$ cat src/rtl/core_pkg.sv
// Core-wide width constants and control micro-op encodings shared by the pipeline stages.
package core_pkg;

    localparam int CORE_ADDR_W     = 32;
    localparam int CORE_DATA_W     = 32;
    localparam int CORE_RF_ADDR_W  = 5;
    localparam int CORE_CSR_ADDR_W = 12;
    localparam int CORE_PC_CTRL_W  = 3;
    localparam int CORE_CSR_CTRL_W = 2;

    typedef enum logic [CORE_CSR_CTRL_W-1:0] {
        CSR_CTRL_NONE  = 2'd0,
        CSR_CTRL_WRITE = 2'd1,
        CSR_CTRL_SET   = 2'd2,
        CSR_CTRL_CLEAR = 2'd3
    } csr_ctrl_e;

endpackage

$ cat src/rtl/exe2ctrl_pkg.sv
// EXE->CTRL record layout shared by the queue, its hazard CAM and the consumers.
package exe2ctrl_pkg;

    import core_pkg::*;

    typedef struct packed {
        logic [CORE_ADDR_W-1:0]     pc;
        logic [CORE_RF_ADDR_W-1:0]  rd;
        logic [CORE_CSR_ADDR_W-1:0] csr_waddr;
        logic [CORE_DATA_W-1:0]     exe_out;
        logic [CORE_DATA_W-1:0]     op3;
        logic [CORE_PC_CTRL_W-1:0]  pc_ctrl;
        csr_ctrl_e                  csr_ctrl;
    } exe2ctrl_t;

    localparam int EXE2CTRL_W = $bits(exe2ctrl_t);

endpackage

$ cat src/rtl/exe2ctrl_hazard_cam.sv
// Purpose: RAW hazard lookup of GPR/CSR sources against every occupied queue entry.
// Latency: combinational from queue state; the record being offered is not looked at.
// Backpressure: none; flush forces both hits low.
module exe2ctrl_hazard_cam
    import core_pkg::*;
    import exe2ctrl_pkg::*;
#(
    parameter int DEPTH          = 2,
    parameter int RF_ADDR_WIDTH  = CORE_RF_ADDR_W,
    parameter int CSR_ADDR_WIDTH = CORE_CSR_ADDR_W,
    localparam int PTR_W         = $clog2(DEPTH),
    localparam int CNT_W         = PTR_W + 1
) (
    input  exe2ctrl_t                 entry_i [DEPTH],
    input  logic [PTR_W-1:0]          rd_ptr_i,
    input  logic [CNT_W-1:0]          count_i,
    input  logic                      flush_i,
    input  logic [RF_ADDR_WIDTH-1:0]  rs1_i,
    input  logic [RF_ADDR_WIDTH-1:0]  rs2_i,
    input  logic [CSR_ADDR_WIDTH-1:0] csr_raddr_i,
    output logic                      gpr_hit_o,
    output logic                      csr_hit_o
);

    logic [DEPTH-1:0] valid_mask;
    logic             gpr_any;
    logic             csr_any;

    always_comb begin
        valid_mask = '0;
        gpr_any    = 1'b0;
        csr_any    = 1'b0;
        for (int i = 0; i < DEPTH; i++) begin
            // Distance from the head, wrapping naturally, decides occupancy.
            valid_mask[i] = {1'b0, PTR_W'(PTR_W'(i) - rd_ptr_i)} < count_i;
            if (valid_mask[i] && (entry_i[i].rd != '0) &&
                ((entry_i[i].rd == rs1_i) || (entry_i[i].rd == rs2_i))) begin
                gpr_any = 1'b1;
            end
            if (valid_mask[i] && (entry_i[i].csr_ctrl != CSR_CTRL_NONE) &&
                (entry_i[i].csr_waddr == csr_raddr_i)) begin
                csr_any = 1'b1;
            end
        end
        gpr_hit_o = gpr_any && !flush_i;
        csr_hit_o = csr_any && !flush_i;
    end

endmodule

$ cat src/rtl/exe2ctrl_queue.sv
// Purpose: DEPTH-entry valid/ready FIFO of EXE->CTRL records with flush and RAW lookup.
// Latency: 1 cycle push-to-head; 0 cycles on an empty queue when EXE2CTRL_QUEUE_BYPASS_EN is defined.
// Backpressure: s_ready_o low when full, no pass-through on a simultaneous pop.
module exe2ctrl_queue
    import core_pkg::*;
    import exe2ctrl_pkg::*;
#(
    parameter int DEPTH          = 2,
    parameter int ADDR_WIDTH     = CORE_ADDR_W,
    parameter int DATA_WIDTH     = CORE_DATA_W,
    parameter int RF_ADDR_WIDTH  = CORE_RF_ADDR_W,
    parameter int CSR_ADDR_WIDTH = CORE_CSR_ADDR_W,
    parameter int PC_CTRL_WIDTH  = CORE_PC_CTRL_W,
    parameter int CSR_CTRL_WIDTH = CORE_CSR_CTRL_W
) (
    input  logic                       clk_i,
    input  logic                       rstn_i,
    input  logic                       s_valid_i,
    output logic                       s_ready_o,
    input  logic [EXE2CTRL_W-1:0]      s_payload_i,
    output logic                       m_valid_o,
    input  logic                       m_ready_i,
    output logic [EXE2CTRL_W-1:0]      m_payload_o,
    input  logic                       flush_i,
    input  logic [RF_ADDR_WIDTH-1:0]   rs1_i,
    input  logic [RF_ADDR_WIDTH-1:0]   rs2_i,
    input  logic [CSR_ADDR_WIDTH-1:0]  csr_raddr_i,
    output logic                       gpr_hit_o,
    output logic                       csr_hit_o,
    output logic [$clog2(DEPTH):0]     count_o
);

    localparam int PTR_W = $clog2(DEPTH);
    localparam int CNT_W = PTR_W + 1;
    localparam logic [CNT_W-1:0] FULL_CNT = CNT_W'(DEPTH);
    // The record layout is fixed by the package; width parameters must agree with it.
    localparam bit WIDTHS_OK = (ADDR_WIDTH == CORE_ADDR_W) && (DATA_WIDTH == CORE_DATA_W) &&
                               (RF_ADDR_WIDTH == CORE_RF_ADDR_W) &&
                               (CSR_ADDR_WIDTH == CORE_CSR_ADDR_W) &&
                               (PC_CTRL_WIDTH == CORE_PC_CTRL_W) &&
                               (CSR_CTRL_WIDTH == CORE_CSR_CTRL_W) && (DEPTH >= 2) &&
                               ((DEPTH & (DEPTH - 1)) == 0);

    exe2ctrl_t        entry_q [DEPTH];
    exe2ctrl_t        entry_d [DEPTH];
    logic [PTR_W-1:0] rd_ptr_q, rd_ptr_d;
    logic [PTR_W-1:0] wr_ptr_q, wr_ptr_d;
    logic [CNT_W-1:0] count_q, count_d;
    exe2ctrl_t        s_rec;
    exe2ctrl_t        head;
    logic             empty;
    logic             bypass_take;
    logic             push;
    logic             pop;

    assign s_rec   = exe2ctrl_t'(s_payload_i);
    assign count_o = count_q;

    always_comb begin
        empty     = (count_q == '0);
        s_ready_o = rstn_i && (count_q != FULL_CNT);
`ifdef EXE2CTRL_QUEUE_BYPASS_EN
        m_valid_o   = rstn_i && !flush_i && (empty ? s_valid_i : 1'b1);
        head        = empty ? s_rec : entry_q[rd_ptr_q];
        bypass_take = empty && m_valid_o && m_ready_i;
`else
        m_valid_o   = !empty && !flush_i;
        head        = entry_q[rd_ptr_q];
        bypass_take = 1'b0;
`endif
        m_payload_o = m_valid_o ? head : '0;
        push        = s_valid_i && s_ready_o && !flush_i && !bypass_take;
        pop         = m_valid_o && m_ready_i && !empty;

        rd_ptr_d = rd_ptr_q;
        wr_ptr_d = wr_ptr_q;
        count_d  = count_q;
        if (flush_i) begin
            rd_ptr_d = '0;
            wr_ptr_d = '0;
            count_d  = '0;
        end else begin
            if (push) wr_ptr_d = wr_ptr_q + PTR_W'(1);
            if (pop)  rd_ptr_d = rd_ptr_q + PTR_W'(1);
            if (push && !pop) count_d = count_q + CNT_W'(1);
            if (pop && !push) count_d = count_q - CNT_W'(1);
        end

        entry_d = entry_q;
        if (push) entry_d[wr_ptr_q] = s_rec;
    end

    always_ff @(posedge clk_i or negedge rstn_i) begin
        if (!rstn_i) begin
            rd_ptr_q <= '0;
            wr_ptr_q <= '0;
            count_q  <= '0;
        end else begin
            rd_ptr_q <= rd_ptr_d;
            wr_ptr_q <= wr_ptr_d;
            count_q  <= count_d;
        end
    end

    always_ff @(posedge clk_i) begin
        entry_q <= entry_d;
    end

    exe2ctrl_hazard_cam #(
        .DEPTH          (DEPTH),
        .RF_ADDR_WIDTH  (RF_ADDR_WIDTH),
        .CSR_ADDR_WIDTH (CSR_ADDR_WIDTH)
    ) u_hazard_cam (
        .entry_i     (entry_q),
        .rd_ptr_i    (rd_ptr_q),
        .count_i     (count_q),
        .flush_i     (flush_i),
        .rs1_i       (rs1_i),
        .rs2_i       (rs2_i),
        .csr_raddr_i (csr_raddr_i),
        .gpr_hit_o   (gpr_hit_o),
        .csr_hit_o   (csr_hit_o)
    );

    a_widths: assert property (@(posedge clk_i) WIDTHS_OK);
    a_no_push_full: assert property (@(posedge clk_i) disable iff (!rstn_i)
        push |-> (count_q != FULL_CNT));
    a_no_pop_empty: assert property (@(posedge clk_i) disable iff (!rstn_i)
        pop |-> (count_q != '0));

endmodule

$ cat config.mk
export PLATFORM = sky130hd
export DESIGN_NAME = exe2ctrl_queue
export DESIGN_NICKNAME = d
export VERILOG_FILES = /design/src/rtl/core_pkg.sv /design/src/rtl/exe2ctrl_pkg.sv /design/src/rtl/exe2ctrl_hazard_cam.sv /design/src/rtl/exe2ctrl_queue.sv
export SDC_FILE = /design/constraint.sdc
export NUM_CORES = 1
export LEC_CHECK = 0
export CORE_UTILIZATION = 68
export DETAILED_ROUTE_END_ITERATION = 16
export DONT_BUFFER_PORTS = 1
export GPL_ROUTABILITY_DRIVEN = 0
export PLACE_DENSITY = 0.81
export RECOVER_POWER = 100
export SYNTH_ARGS = -nofsm -noshare
export SYNTH_HDL_FRONTEND = slang
export SYNTH_SLANG_ARGS = --single-unit
$ cat constraint.sdc
create_clock -name clk_i -period 30.9 [get_ports clk_i]
set_input_delay 6.18 -clock clk_i [delete_from_list [all_inputs] [get_ports clk_i]]
set_output_delay 6.18 -clock clk_i [all_outputs]
set_load 0.03 [all_outputs]
Word-level counts from Yosys, hierarchy flattened
Cells that the tools add are included.
{ "totals": {"reg_bits": 240, "latch_bits": 0, "ram_bits": 0, "rom_bits": 0, "input_bits": 145, "word_cells": 88, "mem_count": 0} }
{ "op_classes": {"add_sub_neg": 6, "multipliers": 0, "div_mod_pow": 0, "order_cmp": 5, "eq_ne": 7, "n_shift": 0, "n_mux": 18, "n_bitwise": 2, "reduce_logical": 33} }
{ "op_table": {"columns": ["cell", "n"], "rows": [
  ["118-bit two-way mux", 5],
  ["236-bit bitwise mux", 1],
  ["118-bit demux with 1-bit select", 1],
  ["12-bit == test", 2],
  ["5-bit == test", 4],
  ["1-bit logical AND", 19],
  ["5-bit nonzero test", 2],
  ["1-bit two-way mux", 8],
  ["2-bit nonzero test", 4],
  ["2-bit two-way mux", 3],
  ["2-bit >= comparator (second input constant)", 2],
  ["1-bit logical NOT", 4],
  ["1-bit by 2-bit less-than comparator with 1-bit output", 2],
  ["1-bit NOT with 2-bit output", 2],
  ["3-bit nonzero test", 1],
  ["1-bit adder (second input constant)", 2],
  ["2-bit by 1-bit adder with 2-bit output (second input constant)", 1],
  ["2-bit logical NOT", 1],
  ["1-bit logical OR", 2],
  ["2-bit by 1-bit less-than comparator with 1-bit output (second input constant)", 1],
  ["2-bit inequality test (second input constant)", 1],
  ["1-bit subtractor (first input constant)", 2],
  ["2-bit by 1-bit subtractor with 2-bit output (second input constant)", 1]
]} }

Longest topological paths before layout
Gate-level depths: netlist of run 1.
{ "logic_depth": {"word_depth": 10, "mapped_depth": 6} }

By module
A second synthesis of run 1 with hierarchy kept.
{ "unflattened": {"cells_unflattened": 600, "area_unflattened_um2": 9736.8} }
{ "modules_own_cells": {"columns": ["module", "instances", "cells_each", "area_each_um2"], "rows": [
  ["exe2ctrl_queue", 1, 524, 9160.0],
  ["exe2ctrl_hazard_cam", 1, 76, 576.8]
]} }

Worst setup path after synthesis of run 1
Ideal clock, no wire load.
{ "synth_path": {"kind": "input to register", "startpoint": "input port rstn_i", "endpoint": "register entry_q[0] (netlist bit) (enable)", "setup_ps": 764, "arrival_ps": 14910, "path_slack_ps": 15226, "stages": 2, "cell_sequence": "nand3_1 nor3b_1"} }
{ "synth_via": {"elab_chain_cells": 3} }
{ "synth_rtl": {"columns": ["element", "line", "rtl"], "rows": [
  ["start, declared", "exe2ctrl_queue.sv:17", "input logic rstn_i,"],
  ["1-bit logical AND", "exe2ctrl_queue.sv:61", "s_ready_o = rstn_i && (count_q != FULL_CNT);"],
  ["1-bit logical AND (2 in series)", "exe2ctrl_queue.sv:72", "push = s_valid_i && s_ready_o && !flush_i && !bypass_take;"],
  ["end signal, assigned", "exe2ctrl_queue.sv:106", "entry_q <= entry_d;"],
  ["end, declared", "exe2ctrl_queue.sv:44", "exe2ctrl_t entry_q [DEPTH];"]
]} }
No other way between the ends.
A chain may end at the register's enable or synchronous reset.

Final worst setup path of run 1
{ "layout_path": {"startpoint": "input port flush_i", "endpoint": "output port m_payload_o[96]"} }
{ "layout_via": {"elab_chain_cells": 3} }
{ "layout_rtl": {"columns": ["element", "line", "rtl"], "rows": [
  ["start, declared", "exe2ctrl_queue.sv:24", "input logic flush_i,"],
  ["1-bit logical NOT", "exe2ctrl_queue.sv:67", "m_valid_o = !empty && !flush_i;"],
  ["1-bit logical AND", "exe2ctrl_queue.sv:67", null],
  ["118-bit two-way mux", "exe2ctrl_queue.sv:71", "m_payload_o = m_valid_o ? head : '0;"],
  ["end, declared", "exe2ctrl_queue.sv:23", "output logic [EXE2CTRL_W-1:0] m_payload_o,"]
]} }
No other way between the ends.

==> results.rst, run 1 <==
.. list-table::
   :header-rows: 1

   * - Metric
     - Value
   * - Post-cts gate resize count
     - 0
   * - Worst setup path startpoint
     - flush_i
   * - Min Clock Period, post-route
     - 17260 ps
   * - Post-layout net count
     - 751
   * - Power after layout
     - 680 uW
   * - Post-synthesis area per instance
     - 16.0 um^2
   * - Critical register-to-register path endpoint
     - entry_q[147]
   * - Critical path cell sequence
     - or2_0 > clkbuf_1 > nor2_1
   * - Count of final setup violators
     - 0
   * - Met3 routing resource usage after global routing
     - 0.0968
   * - DIE AREA
     - 14700 um^2
   * - Count of yosys warnings during synthesis
     - 0
   * - Pin count of the biggest net entering global routing
     - 70
   * - Number of CTS-inserted buffers
     - 24
   * - CP endpoint kind
     - output port
   * - Height of the die
     - 121 um
   * - Fraction of layout cells with a size suffix above 1
     - 0.0611
   * - Top cells by area in the synthesized netlist
     - sky130_fd_sc_hd__edfxtp_1 73%, sky130_fd_sc_hd__mux2i_1 12%, sky130_fd_sc_hd__nor2_1 4.8%
   * - Sequential share of the synthesized area
     - 0.743
   * - Signal arrival time at the worst endpoint
     - 11080 ps
   * - H-tree levels
     - 1
   * - Worst path depth
     - 3
   * - Remaining global-route overflow
     - 0
   * - CTS clock-pin slew for the worst setup and hold paths
     - 60 ps
   * - Vias per inst
     - 6.06
   * - DRC viols
     - 0
   * - Max_slew headroom
     - -1.46
   * - Met1 track demand over resource in global routing
     - 0.264
   * - Final-report hold violation count
     - 0
   * - Antenna violations before repair
     - 0
   * - Sum Neg Setup Slack
     - 0 ps
   * - Final max-slew violation count
     - 364
   * - Worst hold path class
     - reg -> reg
   * - Detailed Route WL
     - 18.0 mm
   * - Top cells by count, synth
     - 236 x sky130_fd_sc_hd__edfxtp_1, 125 x sky130_fd_sc_hd__nor2_1, 118 x sky130_fd_sc_hd__mux2i_1
   * - Top FF cell, synth
     - sky130_fd_sc_hd__edfxtp_1
   * - Maximum capacitance violations
     - 6
   * - Status
     - finished with violations
   * - Slack of the worst reg-to-reg path
     - 24410 ps
   * - Required time of the critical path
     - 24720 ps
   * - Global-route usage over all layers
     - 0.238
   * - TritonCTS clock tree
     - built
   * - Maximum clock frequency
     - 58.0 MHz
   * - Synthesized netlist net count
     - 749
   * - Critical Path Source Type
     - input pin
   * - Number of placed I/O pins
     - 269
   * - Slowest cell delay on critical path
     - 2200 ps
   * - Share of power burned in registers
     - 0.547
   * - Via Count
     - 4861
   * - Asr flop ratio synth
     - 0.0167
   * - Clock Tree Root
     - sky130_fd_sc_hd__clkbuf_16
   * - Post-DP HPWL
     - 11.6 mm
   * - Capturing instance or port of the critical path
     - m_payload_o[96]
   * - Growth of design area from synthesis to finish
     - 8.76%
   * - Clock sinks
     - 240
   * - Dpl ws
     - 17030 ps
   * - Cell family contributing the most delay on the critical path
     - simple AND/OR/NAND/NOR gates
   * - Drt first pass iters
     - 4
   * - Post-synth top area cell
     - sky130_fd_sc_hd__edfxtp_1
   * - Synth Instances
     - 604
   * - Busiest grt layer
     - met2
   * - Floorplan die width
     - 121 um
   * - Synthesized flop and latch total
     - 240
   * - Count of flip-flops with a built-in enable after synthesis
     - 236
   * - Count of buffer and inverter cells on the critical path
     - 1
   * - Combined flip-flop and latch cell area
     - 7190 um^2
   * - Area of the multi-input gates
     - 2330 um^2
   * - Final period util
     - 0.558
   * - Cell with the largest stage delay on the worst path
     - sky130_fd_sc_hd__or2_0
   * - Internal power
     - 541 uW
   * - Maximum count of clock buffers along a single path
     - 3
   * - Most common cell in the netlist
     - sky130_fd_sc_hd__edfxtp_1
   * - Fraction of power consumed by combinational cells
     - 0.049
   * - Violation count after the first detailed-route iteration
     - 373
   * - Setup ws final
     - 13640 ps
   * - Final ANT Viol Nets
     - 0
   * - Actual slew at the worst max-slew pin
     - 3690 ps
   * - Number of distinct library cells after synthesis
     - 35
   * - Failing checks
     - capacitance limit, slew limit
   * - Cells after DPL
     - 760
   * - Core area
     - 13900 um^2
   * - Effective utilization at floorplan
     - 0.697
   * - Met2 Usage GRT
     - 0.420
   * - Net switching power figure
     - 138 uW
   * - Critical path type
     - in -> out
   * - Total setup buffers inserted after CTS
     - 0
   * - Top fanout value on the critical path
     - 63
   * - Antenna diode instance count
     - 0
   * - Worst-case clock skew
     - 14.8 ps
   * - Worst supply voltage drop on vdd
     - 0.0549 mV
   * - Area share of the leading cell type in the synthesized netlist
     - 0.732
   * - Number of standard-cell rows in the floorplan
     - 43
   * - Routed length per instance
     - 22.5 um
   * - Number of buffers added on ports
     - 0
   * - CTS Hold Buffers Added
     - 0
   * - Unrepaired setup endpoints after global routing
     - no
   * - Static Leak
     - 3.23 nW
   * - Fill cell total of the finished layout
     - 819
   * - Number of global-route vias before repair
     - 4932
   * - Final Non-Filler Cells
     - 802
   * - Switching power share of the total
     - 0.203
   * - Beginning of the worst register-to-register path
     - count_o[0]
   * - PD cells
     - 64.6 nW/um^2
   * - Wire length of the first global-routing pass
     - 26.0 mm
   * - Clk network pwr share
     - 0.405
   * - Clock latency at the later pin of the worst-skew pair
     - 510 ps
   * - Synthesized area
     - 9680 um^2
   * - Register-to-Register Path Depth
     - 5
tightest hold or removal path, cell delays in order (launching register included):
cell and delay (ps):
sky130_fd_sc_hd__dfrtp_1 380, sky130_fd_sc_hd__xor2_1 80, sky130_fd_sc_hd__nor2_1 70
power by group through the flow:
stage,registers (mW),logic (mW),clock network (mW)
2_1_floorplan,0.377,0.0308,0
3_3_place_gp,0.377,0.0326,0
3_5_place_dp,0.378,0.0333,0
4_1_cts,0.371,0.0336,0.279
5_1_grt,0.372,0.0354,0.291
6_report,0.372,0.0331,0.275
state kept, by name (all words and copies together), names as in the netlist:
signal	cells
entry_q	236
count_o	2
rd_ptr_q	1
wr_ptr_q	1
metrics by stage:
step                      utilization  area (um^2)  hold WS (ps)
after floorplan                     -         9680           519
after global placement          0.706         9800           557
after detailed placement        0.706         9800           579
after CTS                       0.761        10600           594
after global routing            0.758        10500           596
final                           0.758        10500           574
metal layers:
metal / part of all wire / up-vias
li1: - / 2221
met1: 0.35 / 2380
met2: 0.52 / 229
met3: 0.11 / 31
met4: 0.024 / 0
met5: 0 / -
final cells by class:
class	count	area share
Clock buffer	30	0.0612
Clock inverter	12	0.0105
Inverter	1	0.000357
Multi-Input combinational cell	333	0.221
Sequential cell	240	0.683
Tap cell	180	0.0214
Timing Repair Buffer	6	0.00250
logic make-up after synthesis:
logic type      count (synthesis)  synth area share
xor+xnor                       46            0.0416
flops                         240             0.743
simple gates                  155            0.0672
buf+inv                        31            0.0171
compound gates                 14           0.00944
mux                           118             0.122
how the worst min path moves through the flow:
stage | from | end | cells after the start
2_1_floorplan | wr_ptr_q | wr_ptr_q | 2
3_3_place_gp | wr_ptr_q | wr_ptr_q | 2
3_5_place_dp | wr_ptr_q | wr_ptr_q | 2
4_1_cts | wr_ptr_q | wr_ptr_q | 2
5_1_grt | wr_ptr_q | wr_ptr_q | 2
6_report | wr_ptr_q | wr_ptr_q | 2
layout by cell type, fill, tap and decap left out, types with 2 or more instances in the layout:
master	n
sky130_fd_sc_hd__a21oi_1	3
sky130_fd_sc_hd__bufinv_16	2
sky130_fd_sc_hd__clkbuf_1	10
sky130_fd_sc_hd__clkbuf_16	25
sky130_fd_sc_hd__clkinv_1	2
sky130_fd_sc_hd__clkinv_2	7
sky130_fd_sc_hd__dfrtp_1	3
sky130_fd_sc_hd__edfxtp_1	236
sky130_fd_sc_hd__mux2i_1	118
sky130_fd_sc_hd__nand2_1	5
sky130_fd_sc_hd__nand3_1	5
sky130_fd_sc_hd__nand3b_1	2
sky130_fd_sc_hd__nand4_1	3
sky130_fd_sc_hd__nor2_1	125
sky130_fd_sc_hd__nor3_1	3
sky130_fd_sc_hd__nor4_1	3
sky130_fd_sc_hd__o22ai_1	2
sky130_fd_sc_hd__or4_1	2
sky130_fd_sc_hd__xnor2_1	33
sky130_fd_sc_hd__xor2_1	13
(Power assumes the default switching activity.)
==> inputs of run 2 (changes only) <==
- CORE_UTILIZATION: 68 -> 57
- PLACE_DENSITY: 0.81 -> 0.72
- clock period: 30.9 -> 14.8 ns (I/O delays scaled with it)
==> results.rst, run 2 (synthesized netlist as in run 1, its figures left out) <==
.. list-table::
   :header-rows: 1

   * - Metric
     - Value
   * - Max FFs per register
     - 236
   * - Fill cell total of the finished layout
     - 1152
   * - Total setup buffers inserted after CTS
     - 0
   * - Worst hold path class
     - reg -> reg
   * - Number of standard-cell rows in the floorplan
     - 47
   * - Maximum count of clock buffers along a single path
     - 3
   * - DRC viols
     - 0
   * - Fraction of layout cells with a size suffix above 1
     - 0.0610
   * - Post-DP HPWL
     - 11.3 mm
   * - Count of final setup violators
     - 0
   * - CTS Hold Buffers Added
     - 0
   * - Final Non-Filler Cells
     - 843
   * - Maximum capacitance violations
     - 4
   * - Cell with the largest stage delay on the worst path
     - sky130_fd_sc_hd__clkbuf_1
   * - Global-route usage over all layers
     - 0.198
   * - H-tree levels
     - 1
   * - Post-cts gate resize count
     - 0
   * - Met3 layer wire length in the routed design
     - 2.00 mm
   * - Antenna diode instance count
     - 0
   * - Power after layout
     - 1.42 mW
   * - Worst-case clock skew
     - 7.54 ps
   * - Effective utilization at floorplan
     - 0.584
   * - Number of placed I/O pins
     - 269
   * - Number of global-route vias before repair
     - 4934
   * - Critical register-to-register path endpoint
     - entry_q[5]
   * - Maximum clock frequency
     - 122 MHz
   * - Internal power
     - 1.13 mW
   * - Drt first pass iters
     - 4
   * - Number of buffers added on ports
     - 0
   * - Signal arrival time at the worst endpoint
     - 8200 ps
   * - Hold WS
     - 595 ps
   * - Critical Path Source Type
     - input pin
   * - Switching power share of the total
     - 0.203
   * - Required time of the critical path
     - 14830 ps
   * - Failing checks
     - capacitance limit, slew limit
   * - Most common library cell in the layout ignoring fill and taps
     - sky130_fd_sc_hd__edfxtp_1
   * - Share of power burned in registers
     - 0.546
   * - Top fanout value on the critical path
     - 66
   * - Clock Tree Root
     - sky130_fd_sc_hd__clkbuf_16
   * - Remaining global-route overflow
     - 0
   * - Hold_sp
     - wr_ptr_q
   * - Register-to-Register Path Depth
     - 5
   * - End point of the most critical hold path
     - wr_ptr_q
   * - Detailed Route WL
     - 17.8 mm
   * - Top reg by flops
     - entry_q
   * - Number of CTS-inserted buffers
     - 24
   * - Floorplan die width
     - 132 um
   * - Core area
     - 16600 um^2
   * - Via Count
     - 4807
   * - Worst supply voltage drop on vdd
     - 0.0979 mV
   * - CTS clock-pin slew for the worst setup and hold paths
     - 60 ps
   * - Min Clock Period, post-route
     - 8170 ps
   * - Cell occurring most often along the worst timing path
     - sky130_fd_sc_hd__clkbuf_1
   * - Violation count after the first detailed-route iteration
     - 280
   * - Pin count of the biggest net entering global routing
     - 120
   * - Slack of the worst reg-to-reg path
     - 8180 ps
   * - Clk network pwr share
     - 0.405
   * - Clock sinks
     - 240
   * - Post-layout net count
     - 751
   * - Critical path type
     - in -> reg
   * - Final-report hold violation count
     - 0
   * - Area of placed instances
     - 9850 um^2
   * - Clock latency at the later pin of the worst-skew pair
     - 500 ps
   * - Sum Neg Setup Slack
     - 0 ps
   * - PD cells
     - 134 nW/um^2
   * - Fraction of power consumed by combinational cells
     - 0.049
   * - Met2 WL
     - 8.83 mm
   * - Vias per inst
     - 5.70
   * - Dpl ws
     - 7390 ps
   * - Status
     - finished with violations
   * - Unrepaired setup endpoints after global routing
     - no
   * - Actual slew at the worst max-slew pin
     - 3650 ps
   * - Final max-slew violation count
     - 242
   * - Most frequent cells in the layout
     - 236 x sky130_fd_sc_hd__edfxtp_1, 125 x sky130_fd_sc_hd__nor2_1, 118 x sky130_fd_sc_hd__mux2i_1
   * - Net switching power figure
     - 288 uW
   * - Height of the die
     - 132 um
   * - End-of-flow core utilization
     - 0.639
   * - Cell depth of the worst hold path
     - 2
   * - Final instance area
     - 10600 um^2
   * - Routed length per instance
     - 21.1 um
   * - DIE AREA
     - 17500 um^2
   * - Setup ws final
     - 6630 ps
   * - Final period util
     - 0.552
   * - TritonCTS clock tree
     - built
   * - Final ANT Viol Nets
     - 0
   * - Slowest cell delay on critical path
     - 2640 ps
   * - Antenna violations before repair
     - 0
   * - Max_slew headroom
     - -1.43
   * - CP endpoint kind
     - flip-flop
   * - Static Leak
     - 3.23 nW
   * - Growth of design area from synthesis to finish
     - 9.44%
   * - Beginning of the worst register-to-register path
     - count_o[0]
   * - Cells after DPL
     - 800
   * - Critical path cell sequence
     - nand3_1 > nor3b_1 > clkbuf_1 > clkbuf_1
   * - Top metal layer carrying routed signals
     - met4
   * - DRT met1 WL
     - 6.50 mm
   * - Wire length of the first global-routing pass
     - 26.8 mm
-- run 2: worst max path at each step --
| stage | start | to | slack [ps] | cells past startpoint |
|---|---|---|---|---|
| 4_1_cts | flush_i | m_payload_o[62] | 7390 | 3 |
| 3_5_place_dp | flush_i | m_payload_o[62] | 7390 | 3 |
| 5_1_grt | rstn_i | entry_q[5] | 6140 | 4 |
| 6_report | rstn_i | entry_q[5] | 6630 | 4 |
| 3_3_place_gp | flush_i | m_payload_o[62] | 7440 | 3 |
| 2_1_floorplan | rstn_i | entry_q[0] | 2350 | 2 |
-- run 2: power groups by stage --
stage	Combinational [mW]	Clock, mW	Sequential [mW]
after floorplan	0.0642	0	0.787
after global placement	0.0686	0	0.788
after detailed placement	0.0698	0	0.789
after CTS	0.0702	0.588	0.774
after global routing	0.0738	0.614	0.777
final	0.0689	0.576	0.776
-- run 2: routing by layer --
layer,vias to the layer above,track usage
met5,-,0
li1,2220,-
met3,31,0.0830
met2,225,0.335
met1,2331,0.229
met4,0,0.0670
-- run 2: final cells by class --
type / instances / area [um^2] / area share
well taps: 220 / 275 / 0.0260
clock inverters: 10 / 106 / 0.0100
repair buffers: 6 / 30.0 / 0.00284
multi-input cells: 333 / 2330 / 0.220
flip-flops and latches: 240 / 7190 / 0.679
inverters: 1 / 3.75 / 0.000354
clock buffers: 33 / 654 / 0.0618
-- run 2: worst max-delay path: cells and delay by family --
kind	cells	cell delay (ps)
simple gates	2	360
buf+inv	2	4780
